[config.mk]
export PLATFORM = sky130hd
export DESIGN_NAME = onchip_mem_copy_master_flat
export DESIGN_NICKNAME = d
export VERILOG_FILES = /design/src/rtl/onchip_mem_pkg.sv /design/src/rtl/onchip_mem_copy_master_if.sv /design/src/rtl/onchip_mem_copy_master.sv /design/src/flat_wrapper.sv
export SDC_FILE = /design/constraint.sdc
export NUM_CORES = 1
export LEC_CHECK = 0
export ABC_AREA = 1
export CAP_MARGIN = 20
export CORE_ASPECT_RATIO = 0.9
export CORE_UTILIZATION = 30
export DETAILED_ROUTE_END_ITERATION = 10
export GPL_ROUTABILITY_DRIVEN = 0
export PLACE_DENSITY = 0.65
export SETUP_SLACK_MARGIN = 0.2
export SYNTH_ARGS = -nofsm -noshare
export SYNTH_HDL_FRONTEND = slang
export SYNTH_SLANG_ARGS = --single-unit
[constraint.sdc]
create_clock -name clk -period 2.3 [get_ports clk]
set_input_delay 0.46 -clock clk [delete_from_list [all_inputs] [get_ports clk]]
set_output_delay 0.46 -clock clk [all_outputs]
set_load 0.05 [all_outputs]
[src/rtl/onchip_mem_pkg.sv]
// Shared definitions for the on-chip RAM copy master: bus width defaults,
// FSM state encoding and bus constants.
package onchip_mem_pkg;

  localparam int ADDR_W_DEF = 14;
  localparam int DATA_W_DEF = 64;

  // Byte enable pattern for a full-word write at the default data width.
  localparam logic [DATA_W_DEF/8-1:0] BE_ALL = '1;

  // Largest legal word count at the default address width (whole RAM).
  localparam int MAX_WORDS = 2**ADDR_W_DEF;

  typedef enum logic [2:0] {
    ST_IDLE,
    ST_RD,
    ST_RWAIT,
    ST_WR,
    ST_FIN
  } copy_state_t;

endpackage

[src/rtl/onchip_mem_copy_master_if.sv]
// Avalon-MM bus between the copy master and the single-port on-chip RAM slave.
interface onchip_mem_copy_master_if
  import onchip_mem_pkg::*;
#(
  parameter int ADDR_W = ADDR_W_DEF,
  parameter int DATA_W = DATA_W_DEF
) ();

  logic [ADDR_W-1:0]   address;
  logic                chipselect;
  logic                write;
  logic [DATA_W/8-1:0] byteenable;
  logic [DATA_W-1:0]   writedata;
  logic [DATA_W-1:0]   readdata;

  modport master (
    output address, chipselect, write, byteenable, writedata,
    input  readdata
  );

  modport slave (
    input  address, chipselect, write, byteenable, writedata,
    output readdata
  );

endinterface

[src/rtl/onchip_mem_copy_master.sv]
// Block copy engine for the on-chip RAM: reads a word at the source address,
// writes it to the destination address, repeats for word_count words.
// Optional feature macro: ONCHIP_MEM_COPY_CHECKSUM_EN adds a running XOR
// checksum output of every word written by the current command.
module onchip_mem_copy_master
  import onchip_mem_pkg::*;
#(
  parameter int ADDR_W       = ADDR_W_DEF,
  parameter int DATA_W       = DATA_W_DEF,
  parameter int READ_LATENCY = 1
) (
  input  logic                  clk,
  input  logic                  reset,
  input  logic                  start,
  input  logic [ADDR_W-1:0]     src_addr,
  input  logic [ADDR_W-1:0]     dst_addr,
  input  logic [ADDR_W:0]       word_count,
  input  logic                  abort,
  output logic                  busy,
  output logic                  done,
  output logic                  error,
`ifdef ONCHIP_MEM_COPY_CHECKSUM_EN
  output logic [DATA_W-1:0]     checksum,
`endif
  onchip_mem_copy_master_if.master avm
);

  localparam logic [ADDR_W:0]       MAX_CNT = {1'b1, {ADDR_W{1'b0}}};
  localparam logic [DATA_W/8-1:0]   BE_FULL = '1;
  localparam int                    WAIT_W  = (READ_LATENCY > 2) ? $clog2(READ_LATENCY - 1) : 1;

  copy_state_t         state;
  logic [ADDR_W-1:0]   src_q;
  logic [ADDR_W-1:0]   dst_q;
  logic [ADDR_W:0]     remain_q;
  logic [WAIT_W-1:0]   wait_q;
  logic                abort_q;

  // The read word arrives exactly READ_LATENCY cycles after RD, which is the
  // WR cycle itself; it is forwarded straight from the RAM's output register
  // so each word costs only READ_LATENCY+1 cycles. Gated by write so the bus
  // shows zero data outside WR.
  assign avm.writedata = avm.write ? avm.readdata : '0;

  // Copy sequencer: all bus strobes and status flags are registered here.
  always_ff @(posedge clk or posedge reset) begin
    if (reset) begin
      state          <= ST_IDLE;
      src_q          <= '0;
      dst_q          <= '0;
      remain_q       <= '0;
      wait_q         <= '0;
      abort_q        <= 1'b0;
      busy           <= 1'b0;
      done           <= 1'b0;
      error          <= 1'b0;
      avm.address    <= '0;
      avm.chipselect <= 1'b0;
      avm.write      <= 1'b0;
      avm.byteenable <= '0;
`ifdef ONCHIP_MEM_COPY_CHECKSUM_EN
      checksum       <= '0;
`endif
    end else begin
      done           <= 1'b0;
      error          <= 1'b0;
      avm.chipselect <= 1'b0;
      avm.write      <= 1'b0;
      avm.byteenable <= '0;
      unique case (state)
        ST_IDLE: begin
          if (start) begin
            busy <= 1'b1;
            if (word_count == '0) begin
              state <= ST_FIN;
              done  <= 1'b1;
            end else if (word_count > MAX_CNT) begin
              state <= ST_FIN;
              done  <= 1'b1;
              error <= 1'b1;
            end else begin
              state          <= ST_RD;
              src_q          <= src_addr;
              dst_q          <= dst_addr;
              remain_q       <= word_count;
              abort_q        <= 1'b0;
              avm.address    <= src_addr;
              avm.chipselect <= 1'b1;
`ifdef ONCHIP_MEM_COPY_CHECKSUM_EN
              checksum       <= '0;
`endif
            end
          end
        end
        ST_RD: begin
          abort_q <= abort_q | abort;
          if (READ_LATENCY == 1) begin
            state          <= ST_WR;
            avm.address    <= dst_q;
            avm.chipselect <= 1'b1;
            avm.write      <= 1'b1;
            avm.byteenable <= BE_FULL;
          end else begin
            state  <= ST_RWAIT;
            wait_q <= WAIT_W'(READ_LATENCY - 2);
          end
        end
        ST_RWAIT: begin
          abort_q <= abort_q | abort;
          if (wait_q == '0) begin
            state          <= ST_WR;
            avm.address    <= dst_q;
            avm.chipselect <= 1'b1;
            avm.write      <= 1'b1;
            avm.byteenable <= BE_FULL;
          end else begin
            wait_q <= wait_q - WAIT_W'(1);
          end
        end
        ST_WR: begin
          src_q    <= src_q + ADDR_W'(1);
          dst_q    <= dst_q + ADDR_W'(1);
          remain_q <= remain_q - (ADDR_W+1)'(1);
`ifdef ONCHIP_MEM_COPY_CHECKSUM_EN
          checksum <= checksum ^ avm.readdata;
`endif
          if ((remain_q == (ADDR_W+1)'(1)) || abort_q || abort) begin
            state <= ST_FIN;
            done  <= 1'b1;
          end else begin
            state          <= ST_RD;
            avm.address    <= src_q + ADDR_W'(1);
            avm.chipselect <= 1'b1;
          end
        end
        ST_FIN: begin
          state   <= ST_IDLE;
          busy    <= 1'b0;
          abort_q <= 1'b0;
        end
        default: begin
          state <= ST_IDLE;
          busy  <= 1'b0;
        end
      endcase
    end
  end

endmodule

[src/flat_wrapper.sv]
// flat-port wrapper written by rule: the top's interface ports become plain ports
module onchip_mem_copy_master_flat import onchip_mem_pkg::*;
#(
  parameter int ADDR_W       = ADDR_W_DEF,
  parameter int DATA_W       = DATA_W_DEF,
  parameter int READ_LATENCY = 1
)
  (clk, reset, start, src_addr, dst_addr, word_count, abort, busy, done, error, avm_address, avm_chipselect, avm_write, avm_byteenable, avm_writedata, avm_readdata);
  onchip_mem_copy_master_if #(.ADDR_W(ADDR_W), .DATA_W(DATA_W)) avm_i ();
  input  logic clk;
  input  logic reset;
  input  logic start;
  input  logic [ADDR_W-1:0] src_addr;
  input  logic [ADDR_W-1:0] dst_addr;
  input  logic [ADDR_W:0] word_count;
  input  logic abort;
  output logic busy;
  output logic done;
  output logic error;
  output wire logic [$bits(avm_i.address)-1:0] avm_address;
  output wire logic [$bits(avm_i.chipselect)-1:0] avm_chipselect;
  output wire logic [$bits(avm_i.write)-1:0] avm_write;
  output wire logic [$bits(avm_i.byteenable)-1:0] avm_byteenable;
  output wire logic [$bits(avm_i.writedata)-1:0] avm_writedata;
  input wire logic [$bits(avm_i.readdata)-1:0] avm_readdata;
  assign avm_address = avm_i.address;
  assign avm_chipselect = avm_i.chipselect;
  assign avm_write = avm_i.write;
  assign avm_byteenable = avm_i.byteenable;
  assign avm_writedata = avm_i.writedata;
  assign avm_i.readdata = avm_readdata;
  onchip_mem_copy_master #(.ADDR_W(ADDR_W), .DATA_W(DATA_W), .READ_LATENCY(READ_LATENCY)) u_core (.clk(clk), .reset(reset), .start(start), .src_addr(src_addr), .dst_addr(dst_addr), .word_count(word_count), .abort(abort), .busy(busy), .done(done), .error(error), .avm(avm_i));
endmodule
**After elaboration in Yosys (flattened, before gate mapping)**

Cells that the tools add are included.

- Bits in registers: 75
- Word-level logic and storage cells: 90

- Add/sub/neg operators: 4
- Magnitude comparators: 1
- Equal/unequal tests: 10
- Mux-type cells: 46
- Bitwise gates (word level): 2
- Reductions and logical operators: 14

Operators by type and width:

| operator | number |
|---|---|
| 2-to-1 mux 14 bit | 8 |
| 2-to-1 mux 64 bit | 1 |
| one-hot mux 14 bit (2 select lines) | 2 |
| one-hot mux 14 bit (4 select lines) | 1 |
| 2-to-1 mux 15 bit | 3 |
| one-hot mux 15 bit (2 select lines) | 1 |
| adder 14 x 1 -> 14 bit (second input constant) | 2 |
| 2-to-1 mux 1 bit | 17 |
| one-hot mux 8 bit (2 select lines) | 1 |
| == test 15 x 1 -> 1 bit (second input constant) | 1 |
| greater-than comparator 15 bit (second input constant) | 1 |
| zero test 15 bit | 1 |
| 2-to-1 mux 3 bit | 5 |
| subtractor 15 x 1 -> 15 bit (second input constant) | 1 |
| one-hot mux 3 bit (4 select lines) | 1 |
| inequality test 2 bit (second input constant) | 5 |
| 2-to-1 mux 8 bit | 1 |
| AND reduction 4 bit | 2 |
| == test 3 x 2 -> 1 bit (second input constant) | 2 |
| one-hot mux 1 bit (2 select lines) | 3 |
| AND reduction 6 bit | 1 |
| one-hot mux 1 bit (4 select lines) | 1 |
| AND reduction 2 bit | 2 |
| nonzero test 4 bit | 1 |
| other kinds (12) | 13 |

**Logic depth before layout (Yosys ltp)**

Gate-level depths: netlist of the first run.

- Word-level depth: 5
- Depth in mapped cells: 12
- Mapped depth without buffers: 11

**Worst setup path before layout of the first run**

Ideal clock, no wire load.

- Path type: reg-to-output
- From: register u_core.avm.byteenable[6] (netlist name)
- To: output avm_writedata[10]
- Data arrival time: 1.718 ns
- Required time: 1.840 ns
- Path slack: 0.122 ns
- Stages on the path, launching flop included: 5
- Cell sequence: dfrtp_1 > clkbuf_1 > clkbuf_1 > nand2_1 > inv_1

RTL lines:

| element | RTL line | text |
|---|---|---|
| end: declaration | flat_wrapper.sv:24 | `output wire logic [$bits(avm_i.writedata)-1:0] avm_writedata;` |

**Final worst setup path of the first run**

- From: register u_core.avm.address[2]
- To: output avm_address[2]

RTL lines:

| element | RTL line | text |
|---|---|---|
| start: declaration | onchip_mem_copy_master_if.sv:17 | `output address, chipselect, write, byteenable, writedata,` |
| start signal: assignment | onchip_mem_copy_master.sv:87 | `avm.address <= src_addr;` |
| start signal: assignment | onchip_mem_copy_master.sv:99 | `avm.address <= dst_q;` |
| start signal: assignment | onchip_mem_copy_master.sv:112 | `avm.address <= dst_q;` |
| end: declaration | flat_wrapper.sv:20 | `output wire logic [$bits(avm_i.address)-1:0] avm_address;` |

No word-level cell between the ends.

==> flow_summary.json, run 1 <==
{
  "setup_violations": 0,
  "peakVddDrop_uv": 1060,
  "stdcell_area_um2": 8120,
  "combPwrFrac_pct": 71.0,
  "switchingPower_uw": 6400,
  "finalClockSkew_ps": 5.31,
  "nNetsFinal": 1124,
  "drt-initial-drc-count": 376,
  "tightestPinTransition_ps": 561,
  "relSlewSlack_pct": 62.5,
  "worstSetupPathType": "reg2out",
  "p_clk_share_pct": 10.7,
  "path_max_fanout": 2,
  "grt_pass1_wl_mm": 26.7,
  "rows": 44,
  "via_count": 5700,
  "core-area_um2": 16200,
  "path_buf_inv": 1,
  "rsz0062_at_grt": "no",
  "power.density_nw_per_um2": 1510,
  "use_met3_pct": 4.80,
  "numCtsBuffers": 9,
  "grt_pass1_vias": 5179,
  "required_ps": 1840,
  "grt_util_met1_pct": 25.5,
  "worst_ep_arrival_time_ps": 1520,
  "multiInputGateArea_um2": 2570,
  "synth_flop_cell": "dfrtp_1",
  "start_kind": "flop",
  "crit_chain": "clkdlybuf4s50_1",
  "grt_max_degree": 74,
  "antenna_cells": 0,
  "cts.sinks": 66,
  "fin_util_pct": 50.2,
  "wl_per_cell_um": 14.3,
  "p_leak_uw": 0.00429,
  "synth_edf_count": 0,
  "holdBufCountCts": 0,
  "root_buffer": "clkbuf_16",
  "cp_slowest_cell": "clkdlybuf4s50_1",
  "post-route-min-period_ps": 1980,
  "yosysUniqueCellTypes": 31,
  "cp_top_family": "buffers and inverters",
  "hold_viol_final": 0,
  "h-tree-depth": 3,
  "area_growth_pct": 63.2,
  "outcome": "finished clean",
  "die_h_um": 124,
  "end_kind": "output pin",
  "grt_usage_pct": 20.5,
  "start_util_pct": 30.7,
  "placed_area_um2": 7840,
  "drt_pass1_iterations": 5,
  "dp_hpwl_mm": 13.8,
  "fmax_ghz": 0.505,
  "met2_usage_pct": 35.5,
  "path_clk_slew_ps": 50,
  "r2r_slack_ps": 410,
  "netlist_area_um2": 4980,
  "final_antenna_net_count": 0,
  "cts_resized": 0,
  "synth-async-reset-ratio_pct": 100,
  "internal-power_uw": 5830,
  "remaining_drc_errors": 0,
  "overflow": 0,
  "seqPwrFrac_pct": 18.3,
  "hold_path_class": "reg2reg",
  "fillers": 1600,
  "cts_tree": "yes",
  "cap_violations": 0,
  "slew_viol_final": 0,
  "yosysSeqAreaShare_pct": 33.2,
  "grt_most_used_layer": "met2",
  "fin_crit_sh_pct": 86.0,
  "antenna_found_initial": 0,
  "synthesis.nets": 934,
  "drive_above_1_share_pct": 13.3,
  "insertion_delay_ps": 330,
  "final.setup.tns_ps": 0,
  "postCtsSetupBuffers": 0,
  "avgSynthCellArea_um2": 6.08,
  "synth_cells": 819,
  "crit_path_max_incr_delay_ps": 840,
  "via_per_inst": 4.67,
  "seq_area_um2": 1650,
  "wirelength_mm": 17.5,
  "clock_path_buffers": 2,
  "power.share.switching_pct": 52.3,
  "ios": 202,
  "ys_warn_count": 0,
  "die_w_um": 138,
  "dieArea_um2": 17100,
  "synth_seq_cells": 66,
  "place.port_buffers": 201
}
[routing by layer]
layer,share of wire [%],vias up
met3,9.1,17
met1,42,2580
met2,48,233
met5,0,-
li1,-,2870
met4,1.5,0
[per-stage QoR]
stage	hold slack (ps)	power (uW)	setup WS, ps	cells
floorplan	463	7750	122	819
global placement	454	10800	70.4	1205
detailed placement	458	10900	50.5	1205
CTS	471	12300	310	1221
global route	484	13100	230	1221
finish	467	12200	321	1221
[power groups by stage]
stage | clock [uW] | sequential [uW] | combinational [uW]
3_5_place_dp | 0 | 2240 | 8690
3_3_place_gp | 0 | 2240 | 8600
6_report | 1310 | 2240 | 8680
2_1_floorplan | 0 | 2650 | 5090
5_1_grt | 1410 | 2320 | 9390
4_1_cts | 1340 | 2230 | 8710
[cells in the mapped netlist, types with 7 or more instances]
cell | number | area [um^2]
nand4_1 | 17 | 106
o21ai_1 | 7 | 35.0
a21oi_1 | 12 | 60.1
o21ai_2 | 13 | 114
buf_2 | 10 | 50.1
dfrtp_1 | 66 | 1650
buf_6 | 9 | 101
nand3_1 | 54 | 270
o21ai_0 | 30 | 150
nand2_1 | 353 | 1330
clkbuf_1 | 7 | 26.3
buf_4 | 9 | 67.6
inv_1 | 128 | 480
nor2_1 | 67 | 251
[cells by family (layout without fill, tap and decap cells)]
logic type | Yosys count | after routing | share of synthesized area (%)
buffers and inverters | 169 | 364 | 15.1
adders and majority gates | 4 | 4 | 1.01
and+or+nand+nor | 509 | 509 | 42.3
AOI/OAI and AO/OA | 71 | 71 | 8.42
DFF | 66 | 66 | 33.2
[cells in the final DEF, fill, tap and decap left out, types with 13 or more instances in the layout]
cell and instances:
dfrtp_1 65, clkdlybuf4s50_1 128, nand3_1 54, inv_1 127, o21ai_2 13, nand2_1 353, buf_4 14, buf_12 73
nand4_1 17, nor2_1 67, o21ai_0 30
[flip-flops by register name (all words and copies together) (netlist names), 3 cells and up]
register / cells
u_core.dst_q: 14
u_core.remain_q: 15
u_core.avm.address: 14
u_core.state: 3
u_core.src_q: 14
[path summary, 6_finish.rpt]
kind / start / endpoint / depth (start not counted)
setup / recovery: u_core.avm.address[2]$_DFFE_PP0P_ / avm_address[2] / 1
hold / removal: u_core.avm.address[3]$_DFFE_PP0P_ / u_core.avm.address[3]$_DFFE_PP0P_ / 2
min in group asynchronous: reset / u_core.remain_q[11]$_DFFE_PP0P_ / 3
setup reg to reg: u_core.state[1]$_DFFE_PP0N_ / u_core.dst_q[6]$_DFFE_PP0P_ / 10
max in group asynchronous: reset / u_core.avm.byteenable[6]$_DFF_PP0_ / 3
hold reg to reg: u_core.avm.address[3]$_DFFE_PP0P_ / u_core.avm.address[3]$_DFFE_PP0P_ / 2
[area by class of cell]
class                      instances  area share, %
tap                              207           3.19
multi-input combinational        584           31.7
clock buffer                      14           3.37
timing repair buffer             215           35.1
inverter                         133           6.22
clock inverter                     2          0.123
sequential                        66           20.4
No activity file was read; power rests on OpenSTA's default activity.
==> run 2: changes to the inputs <==
Settings changed: RECOVER_POWER set to 25.
==> flow_summary.json, run 2 (same netlist as run 1, synthesis figures left out) <==
{
  "remaining_drc_errors": 0,
  "dp_hpwl_mm": 13.8,
  "start_util_pct": 30.7,
  "clock_path_buffers": 2,
  "combPwrFrac_pct": 71.0,
  "rsz0062_at_grt": "no",
  "cts.sinks": 66,
  "cp_top_family": "buffers and inverters",
  "worst_ep_arrival_time_ps": 1520,
  "p_leak_uw": 0.00429,
  "antenna_found_initial": 0,
  "hold_viol_final": 0,
  "insertion_delay_ps": 330,
  "seqPwrFrac_pct": 18.3,
  "final_common_cell": "nand2_1",
  "internal-power_uw": 5830,
  "ios": 202,
  "grt_usage_pct": 20.5,
  "numCtsBuffers": 9,
  "die_h_um": 124,
  "path_clk_slew_ps": 50,
  "dieArea_um2": 17100,
  "drive_above_1_share_pct": 13.3,
  "path_buf_inv": 1,
  "overflow": 0,
  "rows": 44,
  "area_growth_pct": 63.0,
  "cap_violations": 0,
  "h-tree-depth": 3,
  "top_register": "u_core.remain_q",
  "holdBufCountCts": 0,
  "slew_viol_final": 0,
  "antenna_cells": 0,
  "via_per_inst": 4.67,
  "grt_pass1_wl_mm": 26.7,
  "layout_common_cells": "353 x nand2_1, 127 x inv_1, 127 x clkdlybuf4s50_1",
  "via_count": 5698,
  "crit_path_max_incr_delay_ps": 840,
  "crit_chain": "clkdlybuf4s50_1",
  "relSlewSlack_pct": 36.1,
  "finalClockSkew_ps": 5.34,
  "switchingPower_uw": 6410,
  "required_ps": 1840,
  "grt_pass1_vias": 5179,
  "fmax_ghz": 0.505,
  "cts_resized": 0,
  "fin_crit_sh_pct": 86.0,
  "grt_max_degree": 74,
  "finalPower_uw": 12200,
  "peakVddDrop_uv": 1060,
  "post-route-min-period_ps": 1980,
  "wirelength_mm": 17.5,
  "start_kind": "flop",
  "outcome": "finished clean",
  "postCtsSetupBuffers": 0,
  "cp_slowest_cell": "clkdlybuf4s50_1",
  "drt-initial-drc-count": 377,
  "tightestPinTransition_ps": 959,
  "hold_path_class": "reg2reg",
  "core-area_um2": 16200,
  "worstSetupPathType": "reg2out",
  "setup_violations": 0,
  "final_antenna_net_count": 0,
  "final.setup.tns_ps": 0,
  "root_buffer": "clkbuf_16",
  "p_clk_share_pct": 10.7,
  "place.port_buffers": 201,
  "power.density_nw_per_um2": 1510,
  "drt_pass1_iterations": 5,
  "largest_reg_flops": 15,
  "path_max_fanout": 2,
  "die_w_um": 138,
  "end_kind": "output pin",
  "power.share.switching_pct": 52.4,
  "cts_tree": "yes",
  "nNetsFinal": 1124,
  "wl_per_cell_um": 14.4
}
[run 2: cell count changes in the layout (fill, tap and decap cells not counted), sizes merged]
cell,change
buf,-1
clkbuf,+1
clkdlybuf4s50,-1
dlygate4sd3,+1
[run 2: final cells by class]
| type | count | area (um^2) |
|---|---|---|
| flip-flops and latches | 66 | 1650 |
| inverters | 133 | 505 |
| repair buffers | 215 | 2840 |
| clock inverters | 2 | 10.0 |
| fillers | 1601 | 8080 |
| well taps | 207 | 259 |
| multi-input cells | 584 | 2570 |
| clock buffers | 14 | 274 |
[run 2: per-stage QoR]
stage,instances,worst slack (ps),instance area [um^2],hold WS [ps],util [%]
global placement,1205,70.4,7840,454,48.4
global route,1221,230,8110,484,50.1
CTS,1221,310,8120,471,50.2
finish,1221,321,8110,467,50.1
detailed placement,1205,50.5,7840,458,48.4
floorplan,819,122,4980,463,-
[run 2: power groups by stage]
stage,combinational (uW),sequential (uW),clock [uW]
floorplan,5090,2650,0
global placement,8600,2240,0
detailed placement,8690,2240,0
CTS,8710,2230,1340
global route,9390,2320,1410
finish,8680,2240,1310
[run 2: final timing paths]
check                                                  startpoint                                 end  slack [ps]  cells after the start
worst min-delay path            u_core.avm.address[3]$_DFFE_PP0P_   u_core.avm.address[3]$_DFFE_PP0P_         470                      2
worst max-delay path            u_core.avm.address[2]$_DFFE_PP0P_                      avm_address[2]         320                      1
worst max register to register        u_core.state[1]$_DFFE_PP0N_         u_core.dst_q[6]$_DFFE_PP0P_         410                     10
max in group asynchronous                                   reset  u_core.avm.byteenable[6]$_DFF_PP0_         690                      3
worst min register to register  u_core.avm.address[3]$_DFFE_PP0P_   u_core.avm.address[3]$_DFFE_PP0P_         470                      2
min in group asynchronous                                   reset     u_core.remain_q[11]$_DFFE_PP0P_         940                      3
[run 2: worst reg2reg max path, cell delays in order (launching register included)]
cell     delay (ps)
dfrtp_1         390
nand2_2         120
inv_1           130
nand2_1         130
buf_4           230
nand2_1         100
nand2_1          90
nor2_4          180
buf_4           270
nand2_1         110
o21ai_2          70
[run 2: routing by layer]
layer	part of all wire [%]	vias to the layer above	track usage [%]
met5	0	-	0
met4	1.5	0	5.50
met3	8.9	17	4.80
met2	48	232	35.5
met1	42	2579	25.5
li1	-	2870	-
==> run 3: changes to the inputs <==
Settings changed: CORE_MARGIN set to 2.
==> flow_summary.json, run 3 (same netlist as run 1, synthesis figures left out) <==
{
  "insertion_delay_ps": 340,
  "cap_violations": 0,
  "relSlewSlack_pct": 43.0,
  "combPwrFrac_pct": 69.4,
  "path_clk_slew_ps": 60,
  "postCtsSetupBuffers": 0,
  "overflow": 0,
  "antenna_cells": 0,
  "crit_chain": "clkdlybuf4s50_1",
  "layout_common_cells": "353 x nand2_1, 127 x inv_1, 127 x clkdlybuf4s50_1",
  "drive_above_1_share_pct": 13.6,
  "fin_ws_ps": 299,
  "r2r_slack_ps": 430,
  "remaining_drc_errors": 0,
  "place.port_buffers": 201,
  "worstSetupPathType": "reg2out",
  "grt_usage_pct": 20.0,
  "start_util_pct": 30.7,
  "via_count": 5769,
  "hold_path_end": "u_core.avm.address[0]$_DFFE_PP0P_",
  "met2_usage_pct": 32.9,
  "fillers": 1608,
  "wirelength_mm": 17.6,
  "ff2ff_path_depth": 11,
  "clock_path_buffers": 2,
  "largest_reg_flops": 15,
  "use_met3_pct": 2.59,
  "peakVddDrop_uv": 888,
  "h-tree-depth": 3,
  "holdCritStartpoint": "u_core.avm.address[0]$_DFFE_PP0P_",
  "p_leak_uw": 0.00429,
  "dp_hpwl_mm": 13.9,
  "drt_pass1_iterations": 7,
  "rows": 44,
  "wl_per_cell_um": 14.4,
  "die_h_um": 126,
  "seqPwrFrac_pct": 18.3,
  "path_max_fanout": 2,
  "power.share.switching_pct": 52.5,
  "switchingPower_uw": 6480,
  "grt_most_used_layer": "met2",
  "r2r_end": "u_core.remain_q[14]$_DFFE_PP0P_",
  "ios": 202,
  "startpoint": "u_core.avm.address[1]$_DFFE_PP0P_",
  "post-route-min-period_ps": 2000,
  "final.setup.tns_ps": 0,
  "power.density_nw_per_um2": 1530,
  "dieArea_um2": 17600,
  "required_ps": 1840,
  "grt_pass1_vias": 5232,
  "cp_top_family": "buffers and inverters",
  "grt_max_degree": 74,
  "grt_util_met1_pct": 27.6,
  "worst_ep_arrival_time_ps": 1540,
  "top_register": "u_core.remain_q",
  "dp_slack_ps": 45.3,
  "placed_area_um2": 7790,
  "final_common_cell": "nand2_1",
  "outcome": "finished clean",
  "rsz0062_at_grt": "no",
  "via_per_inst": 4.72,
  "r2r_start": "u_core.state[0]$_DFFE_PP0N_",
  "fin_crit_sh_pct": 87.0,
  "final_antenna_net_count": 0,
  "die_w_um": 140,
  "end_kind": "output pin",
  "slew_viol_final": 0,
  "cp_slowest_cell": "clkdlybuf4s50_1",
  "area_growth_pct": 62.4,
  "start_kind": "flop",
  "finalClockSkew_ps": 9.05,
  "hold_depth": 2,
  "hold_viol_final": 0,
  "crit_path_max_incr_delay_ps": 850,
  "antenna_found_initial": 0,
  "p_clk_share_pct": 12.3,
  "nNetsFinal": 1125,
  "core-area_um2": 16200,
  "hold_path_class": "reg2reg",
  "cts_tree": "yes",
  "root_buffer": "clkbuf_16",
  "stdcell_area_um2": 8080,
  "internal-power_uw": 5850,
  "fmax_ghz": 0.500,
  "cts.sinks": 66,
  "numCtsBuffers": 9,
  "tightestPinTransition_ps": 850,
  "grt_pass1_wl_mm": 28.2,
  "drt-initial-drc-count": 318,
  "setup_violations": 0,
  "path_buf_inv": 1
}
## run 3: cell types whose count changed in the layout (fill, tap and decap cells not counted), moves of 2 or more
cell and change:
inv_6 +2, clkinv_4 +2, clkbuf_8 -3, buf_12 -5, bufinv_16 +2, clkbuf_1 -2
buf_4 +5, clkbuf_2 +2
## run 3: stage by stage
stage	utilization (%)	power, uW	instances	hold slack (ps)
after CTS	50.2	12400	1222	475
after global routing	49.9	13200	1222	509
final	49.9	12300	1222	469
after floorplan	-	7750	819	463
after global placement	48.2	10700	1206	456
after detailed placement	48.2	10900	1206	461
## run 3: how the worst max path moves through the flow
stage	endpoint	slack (ps)	cells past startpoint
2_1_floorplan	avm_writedata[10]	120	4
3_3_place_gp	u_core.remain_q[9]$_DFFE_PP0P_	80	11
3_5_place_dp	u_core.remain_q[14]$_DFFE_PP0P_	50	12
4_1_cts	avm_address[7]	280	1
5_1_grt	u_core.avm.byteenable[6]$_DFF_PP0_	170	3
6_report	avm_address[1]	300	1
## run 3: power groups by stage
stage	Combinational, uW	Clock (uW)	Sequential (uW)
2_1_floorplan	5090	0	2650
3_3_place_gp	8470	0	2250
3_5_place_dp	8600	0	2260
4_1_cts	8610	1530	2260
5_1_grt	9280	1580	2350
6_report	8550	1520	2260
## run 3: final cells by class
cell class,instances,area [um^2],share of cell area [%]
repair buffers,216,2780,34.3
multi-input cells,584,2570,31.8
flip-flops and latches,66,1650,20.4
inverters,133,503,6.22
well taps,207,259,3.20
clock buffers,9,225,2.79
clock inverters,7,100,1.24
## run 3: per-layer routing
| metal | share of wire, % | vias up |
|---|---|---|
| met3 | 5.9 | 20 |
| met5 | 0 | - |
| met1 | 46 | 2636 |
| met4 | 1.8 | 0 |
| li1 | - | 2877 |
| met2 | 47 | 236 |
## run 3: timing repair
action                     4_1_cts  5_1_grt
resized for setup                0        1
setup endpoints to repair        0        8
hold buffers                     0        0
## run 3: worst reg2reg max path, delay by kind of cell, from the launching register on
kind | cells | cell delay (ps)
buffers and inverters | 4 | 450
flip-flops | 1 | 400
AND/OR/NAND/NOR | 7 | 910
